[config.mk]
export PLATFORM = sky130hd
export DESIGN_NAME = demap_rd_arbiter_flat
export DESIGN_NICKNAME = d
export VERILOG_FILES = /design/src/rtl/demap_rd_arbiter_if.sv /design/src/rtl/demap_rd_arbiter.sv /design/src/flat_wrapper.sv
export SDC_FILE = /design/constraint.sdc
export NUM_CORES = 1
export LEC_CHECK = 0
export ABC_AREA = 1
export CORE_AREA = 2 2 91 93
export DETAILED_ROUTE_END_ITERATION = 7
export DIE_AREA = 0 0 93 95
export GPL_ROUTABILITY_DRIVEN = 0
export PLACE_DENSITY = 0.82
export SETUP_SLACK_MARGIN = 0.3
export SYNTH_ARGS = -nofsm -noshare
export SYNTH_HDL_FRONTEND = slang
export SYNTH_SLANG_ARGS = --single-unit
[constraint.sdc]
create_clock -name clk -period 3.1 [get_ports clk]
set_input_delay 0.62 -clock clk [delete_from_list [all_inputs] [get_ports clk]]
set_output_delay 0.62 -clock clk [all_outputs]
set_load 0.1 [all_outputs]
[src/rtl/demap_rd_arbiter_if.sv]
// Bundle of the estimator, equalizer and demapper read-port signals shared by the arbiter.
// The slave modport is the arbiter. The master modport is the requesters plus the demapper.
interface demap_rd_arbiter_if #(
    parameter int unsigned WIDTH_RX = 16,
    parameter int unsigned COL_W    = 4,
    parameter int unsigned ROW_W    = 4
);
    logic                est_req;
    logic                est_burst;
    logic [COL_W-1:0]    est_col;
    logic [ROW_W-1:0]    est_row;
    logic                est_gnt;
    logic                est_rd_valid;
    logic [WIDTH_RX-1:0] est_rx_r;
    logic [WIDTH_RX-1:0] est_rx_i;

    logic                eq_req;
    logic [COL_W-1:0]    eq_col;
    logic [ROW_W-1:0]    eq_row;
    logic                eq_gnt;
    logic                eq_rd_valid;
    logic [WIDTH_RX-1:0] eq_rx_r;
    logic [WIDTH_RX-1:0] eq_rx_i;

    logic                demap_rd;
    logic [COL_W-1:0]    demap_col;
    logic [ROW_W-1:0]    demap_row;
    logic [WIDTH_RX-1:0] demap_rx_r;
    logic [WIDTH_RX-1:0] demap_rx_i;

    logic                starve_evt;

    modport slave (
        input  est_req, est_burst, est_col, est_row,
        output est_gnt, est_rd_valid, est_rx_r, est_rx_i,
        input  eq_req, eq_col, eq_row,
        output eq_gnt, eq_rd_valid, eq_rx_r, eq_rx_i,
        output demap_rd, demap_col, demap_row,
        input  demap_rx_r, demap_rx_i,
        output starve_evt
    );

    modport master (
        output est_req, est_burst, est_col, est_row,
        input  est_gnt, est_rd_valid, est_rx_r, est_rx_i,
        output eq_req, eq_col, eq_row,
        input  eq_gnt, eq_rd_valid, eq_rx_r, eq_rx_i,
        input  demap_rd, demap_col, demap_row,
        output demap_rx_r, demap_rx_i,
        input  starve_evt
    );
endinterface

[src/rtl/demap_rd_arbiter.sv]
// Shares the demapper read port between the channel estimator (priority, burst lock) and the
// equalizer (bounded wait). Returned samples are steered to the issuing requester by a tag pipe.
module demap_rd_arbiter #(
    parameter int unsigned WIDTH_RX = 16,
    parameter int unsigned COL_W    = 4,
    parameter int unsigned ROW_W    = 4,
    parameter int unsigned RD_LAT   = 1,
    parameter int unsigned MAX_WAIT = 8
) (
    input logic              clk,
    input logic              rst,
    demap_rd_arbiter_if.slave bus
);
    localparam int unsigned CNT_W = 4;

    typedef enum logic [0:0] {IDLE, EST_LOCK} state_t;

    state_t            state;
    state_t            state_nxt;
    logic [CNT_W-1:0]  wait_cnt;
    logic              wait_full;
    logic              est_gnt_c;
    logic              eq_gnt_c;
    logic              starve_c;
    logic              owner_q;
    logic [RD_LAT-1:0] tag_v;
    logic [RD_LAT-1:0] tag_own;

    assign wait_full = (wait_cnt == CNT_W'(MAX_WAIT));

    always_ff @(posedge clk or posedge rst) begin
        if (rst) state <= IDLE;
        else     state <= state_nxt;
    end

    // A lock holds only while the estimator keeps presenting burst beats.
    always_comb begin
        state_nxt = state;
        case (state)
            IDLE:     if (est_gnt_c && bus.est_burst) state_nxt = EST_LOCK;
            EST_LOCK: if (!bus.est_req || !bus.est_burst) state_nxt = IDLE;
            default:  state_nxt = IDLE;
        endcase
    end

    // Grants are held off while reset is asserted so every output reads 0.
    always_comb begin
        est_gnt_c = 1'b0;
        eq_gnt_c  = 1'b0;
        starve_c  = 1'b0;
        if (!rst) begin
            case (state)
                IDLE: begin
                    if (bus.est_req && bus.eq_req) begin
                        if (wait_full) begin
                            eq_gnt_c = 1'b1;
                            starve_c = 1'b1;
                        end else begin
                            est_gnt_c = 1'b1;
                        end
                    end else begin
                        est_gnt_c = bus.est_req;
                        eq_gnt_c  = bus.eq_req;
                    end
                end
                EST_LOCK: est_gnt_c = bus.est_req;
                default: ;
            endcase
        end
    end

    assign bus.est_gnt    = est_gnt_c;
    assign bus.eq_gnt     = eq_gnt_c;
    assign bus.starve_evt = starve_c;

    // The count saturates at MAX_WAIT, so a forced grant skipped during a lock fires on the next IDLE cycle.
    always_ff @(posedge clk or posedge rst) begin
        if (rst)                          wait_cnt <= '0;
        else if (!bus.eq_req || eq_gnt_c) wait_cnt <= '0;
        else if (!wait_full)              wait_cnt <= wait_cnt + CNT_W'(1);
    end

    always_ff @(posedge clk or posedge rst) begin
        if (rst) begin
            bus.demap_rd  <= 1'b0;
            bus.demap_col <= '0;
            bus.demap_row <= '0;
            owner_q       <= 1'b0;
        end else begin
            bus.demap_rd <= est_gnt_c | eq_gnt_c;
            if (est_gnt_c) begin
                bus.demap_col <= bus.est_col;
                bus.demap_row <= bus.est_row;
                owner_q       <= 1'b0;
            end else if (eq_gnt_c) begin
                bus.demap_col <= bus.eq_col;
                bus.demap_row <= bus.eq_row;
                owner_q       <= 1'b1;
            end
        end
    end

    // Owner tag travels alongside the read so it lines up with the returned sample.
    always_ff @(posedge clk or posedge rst) begin
        if (rst) begin
            tag_v   <= '0;
            tag_own <= '0;
        end else begin
            tag_v[0]   <= bus.demap_rd;
            tag_own[0] <= owner_q;
            for (int unsigned i = 1; i < RD_LAT; i++) begin
                tag_v[i]   <= tag_v[i-1];
                tag_own[i] <= tag_own[i-1];
            end
        end
    end

    always_ff @(posedge clk or posedge rst) begin
        if (rst) begin
            bus.est_rd_valid <= 1'b0;
            bus.est_rx_r     <= '0;
            bus.est_rx_i     <= '0;
            bus.eq_rd_valid  <= 1'b0;
            bus.eq_rx_r      <= '0;
            bus.eq_rx_i      <= '0;
        end else begin
            bus.est_rd_valid <= tag_v[RD_LAT-1] && !tag_own[RD_LAT-1];
            bus.eq_rd_valid  <= tag_v[RD_LAT-1] &&  tag_own[RD_LAT-1];
            if (tag_v[RD_LAT-1] && !tag_own[RD_LAT-1]) begin
                bus.est_rx_r <= bus.demap_rx_r;
                bus.est_rx_i <= bus.demap_rx_i;
            end
            if (tag_v[RD_LAT-1] && tag_own[RD_LAT-1]) begin
                bus.eq_rx_r <= bus.demap_rx_r;
                bus.eq_rx_i <= bus.demap_rx_i;
            end
        end
    end
endmodule
[src/flat_wrapper.sv]
// flat-port wrapper written by rule: the top's interface ports become plain ports
module demap_rd_arbiter_flat 
#(
    parameter int unsigned WIDTH_RX = 16,
    parameter int unsigned COL_W    = 4,
    parameter int unsigned ROW_W    = 4,
    parameter int unsigned RD_LAT   = 1,
    parameter int unsigned MAX_WAIT = 8
)
  (clk, rst, bus_est_req, bus_est_burst, bus_est_col, bus_est_row, bus_est_gnt, bus_est_rd_valid, bus_est_rx_r, bus_est_rx_i, bus_eq_req, bus_eq_col, bus_eq_row, bus_eq_gnt, bus_eq_rd_valid, bus_eq_rx_r, bus_eq_rx_i, bus_demap_rd, bus_demap_col, bus_demap_row, bus_demap_rx_r, bus_demap_rx_i, bus_starve_evt);
  demap_rd_arbiter_if #(.WIDTH_RX(WIDTH_RX), .COL_W(COL_W), .ROW_W(ROW_W)) bus_i ();
  input logic clk;
  input logic rst;
  input wire logic [$bits(bus_i.est_req)-1:0] bus_est_req;
  input wire logic [$bits(bus_i.est_burst)-1:0] bus_est_burst;
  input wire logic [$bits(bus_i.est_col)-1:0] bus_est_col;
  input wire logic [$bits(bus_i.est_row)-1:0] bus_est_row;
  output wire logic [$bits(bus_i.est_gnt)-1:0] bus_est_gnt;
  output wire logic [$bits(bus_i.est_rd_valid)-1:0] bus_est_rd_valid;
  output wire logic [$bits(bus_i.est_rx_r)-1:0] bus_est_rx_r;
  output wire logic [$bits(bus_i.est_rx_i)-1:0] bus_est_rx_i;
  input wire logic [$bits(bus_i.eq_req)-1:0] bus_eq_req;
  input wire logic [$bits(bus_i.eq_col)-1:0] bus_eq_col;
  input wire logic [$bits(bus_i.eq_row)-1:0] bus_eq_row;
  output wire logic [$bits(bus_i.eq_gnt)-1:0] bus_eq_gnt;
  output wire logic [$bits(bus_i.eq_rd_valid)-1:0] bus_eq_rd_valid;
  output wire logic [$bits(bus_i.eq_rx_r)-1:0] bus_eq_rx_r;
  output wire logic [$bits(bus_i.eq_rx_i)-1:0] bus_eq_rx_i;
  output wire logic [$bits(bus_i.demap_rd)-1:0] bus_demap_rd;
  output wire logic [$bits(bus_i.demap_col)-1:0] bus_demap_col;
  output wire logic [$bits(bus_i.demap_row)-1:0] bus_demap_row;
  input wire logic [$bits(bus_i.demap_rx_r)-1:0] bus_demap_rx_r;
  input wire logic [$bits(bus_i.demap_rx_i)-1:0] bus_demap_rx_i;
  output wire logic [$bits(bus_i.starve_evt)-1:0] bus_starve_evt;
  assign bus_i.est_req = bus_est_req;
  assign bus_i.est_burst = bus_est_burst;
  assign bus_i.est_col = bus_est_col;
  assign bus_i.est_row = bus_est_row;
  assign bus_est_gnt = bus_i.est_gnt;
  assign bus_est_rd_valid = bus_i.est_rd_valid;
  assign bus_est_rx_r = bus_i.est_rx_r;
  assign bus_est_rx_i = bus_i.est_rx_i;
  assign bus_i.eq_req = bus_eq_req;
  assign bus_i.eq_col = bus_eq_col;
  assign bus_i.eq_row = bus_eq_row;
  assign bus_eq_gnt = bus_i.eq_gnt;
  assign bus_eq_rd_valid = bus_i.eq_rd_valid;
  assign bus_eq_rx_r = bus_i.eq_rx_r;
  assign bus_eq_rx_i = bus_i.eq_rx_i;
  assign bus_demap_rd = bus_i.demap_rd;
  assign bus_demap_col = bus_i.demap_col;
  assign bus_demap_row = bus_i.demap_row;
  assign bus_i.demap_rx_r = bus_demap_rx_r;
  assign bus_i.demap_rx_i = bus_demap_rx_i;
  assign bus_starve_evt = bus_i.starve_evt;
  demap_rd_arbiter #(.WIDTH_RX(WIDTH_RX), .COL_W(COL_W), .ROW_W(ROW_W), .RD_LAT(RD_LAT), .MAX_WAIT(MAX_WAIT)) u_core (.clk(clk), .rst(rst), .bus(bus_i));
endmodule
==> run metrics, run 1 <==
status complete, no violations; #FFs+latches synth between 80 and 90; area of the core about 7900 µm²; CP Max Fanout 12; First DRT Iteration DRCs 92; Leak Pwr 0.00249 µW; Initial Util 41.7%; die height 95 µm; Crit path top cell by count nand2_4; clock transition at the registers of the reported paths 0.08 ns; Synth Instances 358; grt ovf 0; DRT Pass-1 Iters 4; Synth Area per Inst between 9 and 10 µm²; cell taking the most area after synthesis dfrtp_1; Pins Over Slew Limit 0; setup TNS 0 ns; worst skew pair latency 0.34 ns; Post-Syn Area about 3300 µm²; clk_skew 0.00831 ns; via count 2728; number of H-tree levels 3; vias in the first global route 2623; Synth Net Count 413; Die Wd 93 µm; unrepaired setup endpoints after global routing false; number of port buffers 130; Max IR drop VDD 0.000558 V; DRC Markers 0; Synth top area share between 60% and 70%; instance area at placement 4550 µm²; clock root cell clkbuf_8; Synth area leaders dfrtp_1 (63%), nand2_1 (11%), o21ai_0 (9.8%), inv_1 (6.7%), nand3_1 (2.7%); hpwl dp between 5000 and 6000 µm; Final Hold Fails 0; Avg Vias per Cell around 4.6; P per Cell Area about 1000 nW/µm²; design area 4720 µm²; max-cap viol count 0; Avg WL per Cell between 10 and 15 µm; worst slew pin tran 1.01 ns; endpoints failing setup 0; Async SR Flop Fraction 100%; total track usage 17.4%; antenna violations before repair 0; WL final 7380 µm; CTS buffer count 9; TritonCTS Sinks 83; Post-synth EDFFs 0; layout overhead on the synthesized area 42.6%; post-cts resize count 0; CTS hold repair buffers 0; CP cell instances clkdlybuf4s50_1, nand2_1, nor2_1, nand2_4, nand2_4, inv_1, buf_12; Worst Hold Slack between 0.3 and 0.4 ns; Hold Crit Class flop to flop; slowest stage delay, CP 0.50 ns; Synth cell types 21; Routed Antenna Nets 0; Power, Total a little under 5000 µW; die area 8840 µm²; CTS tree yes; Data required, critical path 2.48 ns; Worst EP arrival 1.93 ns; fin nets roughly 540; final critical path time including I/O delays and setup 2.55 ns; number of core rows 33; Max Clk Rate 391 MHz; sequential area share after synthesis 62.8%; Syn. warnings 0; startpoint types primary input; share of post-route cells with drive strength above 1 21.4%; # diodes 0; Slowest-stage cell, CP clkdlybuf4s50_1; part of the cycle the worst path needs 82.4%; Primary FF master, synth dfrtp_1; dpl cells 580; CP Capture Type primary output; CP Class primary input to primary output; first-pass GRT wire length 12000 µm; I/O pins ~130; Clock Path Buffers 2; Non-Filler Instances 596; slew margin rel. 32.7%; largest net degree at the start of global routing 66; # Post-CTS Setup Buffers 0
## metal layers
layer	part of all wire, %	vias to the layer above	GRT usage, %	routed length [µm]
li1	-	1354	-	-
met1	43	1250	21.5	3180
met2	47	115	28.0	3490
met3	8.6	9	5.75	638
met4	0.94	0	7.84	69
met5	0	-	0	0
## Yosys cell counts, types with 2 or more instances
master    count
nand2_1      98
nand2_4       3
nor2_4        2
a21oi_1       2
o21ai_0      65
buf_2         2
ha_1          2
nand3_1      18
inv_1        59
nor2_1        4
dfrtp_1      83
clkbuf_1     11
## report_power, final
part | leakage, µW | internal [µW] | total, µW | switching [µW]
logic | 0.00138 | 494 | 2710 | 2210
registers | 0.00103 | 1340 | 1490 | 154
clock network | 0.0000822 | 291 | 655 | 364
total | 0.00249 | 2130 | 4860 | 2730
## state kept, by name (all words and copies together) (netlist names)
signal	cells
u_core.bus.demap_row	4
u_core.wait_cnt	4
u_core.bus.est_rx_r	16
u_core.bus.demap_col	4
u_core.bus.est_rd_valid	1
u_core.tag_own	1
u_core.bus.est_rx_i	16
u_core.owner_q	1
u_core.tag_v	1
u_core.state	1
u_core.bus.eq_rx_r	16
u_core.bus.demap_rd	1
u_core.bus.eq_rd_valid	1
u_core.bus.eq_rx_i	16
## cells by family after synthesis
family	after synthesis	share of synthesized area [%]
and+or+nand+nor	128	16.6
DFF	83	62.8
buffers and inverters	75	8.97
AOI/OAI and AO/OA	68	10.4
xor gates and xnor gates	2	0.530
adders and majority gates	2	0.757
## metrics by stage
step | setup slack (ns) | utilization, %
6_report | 0.546 | 59.5
5_1_grt | 0.400 | 59.5
4_1_cts | 0.542 | 59.5
3_5_place_dp | 0.549 | 57.3
3_3_place_gp | 0.593 | 57.3
2_1_floorplan | 0.343 | -
## area by class of cell
class,instances,area (µm²)
timing repair buffer,131,1160
fill,688,3210
clock buffer,10,128
inverter,61,235
sequential,83,2080
multi-input combinational,200,938
tap,105,131
clock inverter,6,42.5
## worst max-delay path: cells and delay by family
kind / cells / cell delay [ns]
buf+inv: 3 / 0.77
simple gates: 4 / 0.54
## worst paths after layout
check / startpoint / endpoint / slack (ns) / depth (start not counted)
max: bus_eq_req / bus_est_gnt / 0.55 / 7
max in group asynchronous: rst / u_core.bus.est_rx_i[12]$_DFFE_PP0P_ / 1.64 / 3
min reg2reg: u_core.bus.demap_rd$_DFF_PP0_ / u_core.tag_v$_DFF_PP0_ / 0.38 / 0
min: u_core.bus.demap_rd$_DFF_PP0_ / u_core.tag_v$_DFF_PP0_ / 0.38 / 0
max reg2reg: u_core.wait_cnt[0]$_DFFE_PP0P_ / u_core.bus.demap_col[2]$_DFFE_PP0P_ / 1.52 / 10
min in group asynchronous: rst / u_core.state$_DFF_PP0_ / 0.81 / 2
## placed cells by master (no fill, tap or decap)
cell / instances
o21ai_0: 65
nor3b_1: 1
buf_4: 75
nor2_4: 2
clkbuf_1: 1
nand2_2: 2
nor2_1: 3
inv_1: 58
nand3_1: 18
buf_12: 4
nand2_4: 3
nand2_1: 97
clkinvlp_4: 2
nor3_1: 1
xnor2_1: 1
nor2_2: 1
ha_1: 2
clkdlybuf4s50_1: 52
a21oi_1: 2
clkbuf_8: 9
clkinv_4: 3
clkinv_2: 3
inv_2: 1
xor2_1: 1
dfrtp_1: 83
a21boi_0: 1
Power figures use the tool's default switching activity.
==> run 2, diff against run 1 <==
--- a/config.mk
+++ b/config.mk
@@ -6,11 +6,11 @@
 export NUM_CORES = 1
 export LEC_CHECK = 0
 export ABC_AREA = 1
-export CORE_AREA = 2 2 91 93
+export CORE_AREA = 2 2 96 98
 export DETAILED_ROUTE_END_ITERATION = 7
-export DIE_AREA = 0 0 93 95
+export DIE_AREA = 0 0 98 100
 export GPL_ROUTABILITY_DRIVEN = 0
-export PLACE_DENSITY = 0.82
+export PLACE_DENSITY = 0.78
 export SETUP_SLACK_MARGIN = 0.3
 export SYNTH_ARGS = -nofsm -noshare
 export SYNTH_HDL_FRONTEND = slang
==> constraint.sdc (replaced) <==
create_clock -name clk -period 2.2 [get_ports clk]
set_input_delay 0.44 -clock clk [delete_from_list [all_inputs] [get_ports clk]]
set_output_delay 0.44 -clock clk [all_outputs]
set_load 0.1 [all_outputs]
==> run 2 against run 1 <==
  * Utilization decreased by 4.1 points
  * Setup slack got worse by 0.35 ns
  * Cell area increased by 4.4%
  * Critical endpoint unchanged
  * Register-to-register slack got worse by 0.97 ns
  * Global-route usage decreased by 1.3 points
  * Sequential cell count unchanged
  * Via count increased by 3.4%
  * Die area increased by 11%
  * Final cell count increased by 3.4%
==> run metrics, run 2 (synthesis gave the netlist of run 1 again) <==
layout overhead on the synthesized area 48.9%; Avg Vias per Cell 4.58 (about the same); status complete, no violations; Clock Path Buffers 2 (unchanged); Max Clk Rate 500 MHz; commonest non-fill, non-tap cell in the layout nand2_1; part of the cycle the worst path needs about nine tenths; clock root cell clkbuf_8; CP Max Fanout 3 (-9); instance area at placement 4640 µm² (+2.1%); CTS tree yes; Routed Antenna Nets 0 (unchanged); die area 9800 µm² (+11%); number of port buffers 130 (unchanged); total track usage 16.1% (-1.3 points); Leak Pwr 0.00257 µW (+3.3%); First DRT Iteration DRCs 67 (-27%); Data required, critical path 1.76 ns (-0.72 ns); DRC Markers 0 (unchanged); max-cap viol count 0 (unchanged); I/O pins 131 (unchanged); unrepaired setup endpoints after global routing true; number of H-tree levels 3 (unchanged); Worst EP arrival 1.56 ns (-0.37 ns); first-pass GRT wire length 12700 µm (+5.6%); grt ovf 0 (unchanged); hpwl dp 5680 µm (+4.7%); slowest stage delay, CP 0.41 ns (-0.09 ns); clock transition at the registers of the reported paths 0.09 ns (about the same); Final Hold Fails 0 (unchanged); WL final 7720 µm (+4.6%); TritonCTS Sinks 83 (unchanged); via count 2820 (+3.4%); CP Capture Type primary output; worst skew pair latency 0.34 ns (about the same); CTS hold repair buffers 0 (unchanged); largest net degree at the start of global routing 42 (-36%); Die Wd 98 µm (+5.4%); P per Cell Area 1440 nW/µm² (+40%); Slowest-stage cell, CP dfrtp_1; design area 4920 µm² (+4.4%); Pins Over Slew Limit 0 (unchanged); Max IR drop VDD 0.000717 V (+28%); die height 100 µm (+5.3%); Initial Util 37.2% (-4.5 points); area of the core 8890 µm² (+12%); dpl cells 593 (+2.2%); Avg WL per Cell 12.5 µm (+1.2%); # diodes 0 (unchanged); worst slew pin tran 0.601 ns (-0.406 ns); endpoints failing setup 0 (unchanged); slew margin rel. 59.8% (+27 points); share of post-route cells with drive strength above 1 25.3% (+4.0 points); clk_skew 0.0196 ns (+0.0113 ns); antenna violations before repair 0 (unchanged); final critical path time including I/O delays and setup 2.00 ns; Non-Filler Instances 616 (+3.4%); vias in the first global route 2733 (+4.2%); startpoint types flop; fin nets 555 (+2.6%); CTS buffer count 9 (unchanged); CP Class flop to primary output; Hold Crit Class flop to flop; CP cell instances inv_2, ha_4, nand2_2, nor2_4, nand2_4, nand2_4, clkinvlp_4, buf_12; setup TNS 0 ns (unchanged); number of core rows 35 (+6.1%); DRT Pass-1 Iters 4 (unchanged); Power, Total 7090 µW (+46%); Crit path top cell by count nand2_4; most frequent cells in the layout nand2_1 (96), buf_4 (87), dfrtp_1 (83)
==> run 2: cell count changes in the layout (fill, tap and decap cells not counted), moves of 2 or more <==
cell,delta
clkdlybuf4s50_1,-2
inv_2,+2
buf_4,+12
clkinv_2,-3
dlygate4sd2_1,+2
inv_1,-4
clkinvlp_4,+2
buf_12,+2
==> run 2: what timing repair did <==
action,4_1_cts,5_1_grt
pin swaps,5,2
endpoints found under the setup margin,3,3
endpoints found under the hold margin,0,0
setup buffers,6,1
resized for setup,8,1
==> run 2: routing by layer <==
layer  share of wire (%)  vias up  global-route usage (%)
met5                   0        -                       0
met4                 1.7        0                    6.84
met3                 6.1       12                    3.62
met2                  49       94                    27.5
met1                  43     1327                    19.8
li1                    -     1387                       -
==> run 2: area by class of cell <==
| cell class | count | area, µm² |
|---|---|---|
| inverter | 61 | 245 |
| clock inverter | 6 | 72.6 |
| timing repair buffer | 145 | 1290 |
| tap | 111 | 139 |
| fill | 803 | 3970 |
| clock buffer | 10 | 138 |
| multi-input combinational | 200 | 961 |
| sequential | 83 | 2080 |
==> run 2: metrics by stage <==
stage               setup slack (ns)  util [%]  hold WS [ns]
floorplan                     0.0350         -         0.349
global placement              0.0948      52.2         0.378
detailed placement            0.0683      52.2         0.386
CTS                            0.157      55.2         0.407
global route                  0.0991      55.4         0.426
finish                         0.199      55.4         0.398
==> run 2: worst max-delay path: cells and delay by family, from the launching register on <==
kind | cells | cell delay, ns
fa+ha+maj | 1 | 0.14
buf+inv | 3 | 0.34
flops | 1 | 0.41
simple gates | 4 | 0.34
==> run 2: report_power, final <==
group | internal, µW | switching, µW
logic | 727 | 3130
clock network | 566 | 561
registers | 1890 | 211
total | 3180 | 3910
==> run 2: final timing paths <==
check | startpoint | to | slack, ns | depth (start not counted)
worst max-delay path | u_core.wait_cnt[0]$_DFFE_PP0P_ | bus_est_gnt | 0.20 | 8
worst min-delay path | u_core.bus.demap_rd$_DFF_PP0_ | u_core.tag_v$_DFF_PP0_ | 0.40 | 0
worst max register to register | u_core.wait_cnt[0]$_DFFE_PP0P_ | u_core.bus.demap_col[2]$_DFFE_PP0P_ | 0.55 | 12
worst min register to register | u_core.bus.demap_rd$_DFF_PP0_ | u_core.tag_v$_DFF_PP0_ | 0.40 | 0
max in group asynchronous | rst | u_core.tag_own$_DFF_PP0_ | 1.12 | 4
min in group asynchronous | rst | u_core.bus.demap_row[0]$_DFFE_PP0P_ | 0.56 | 3
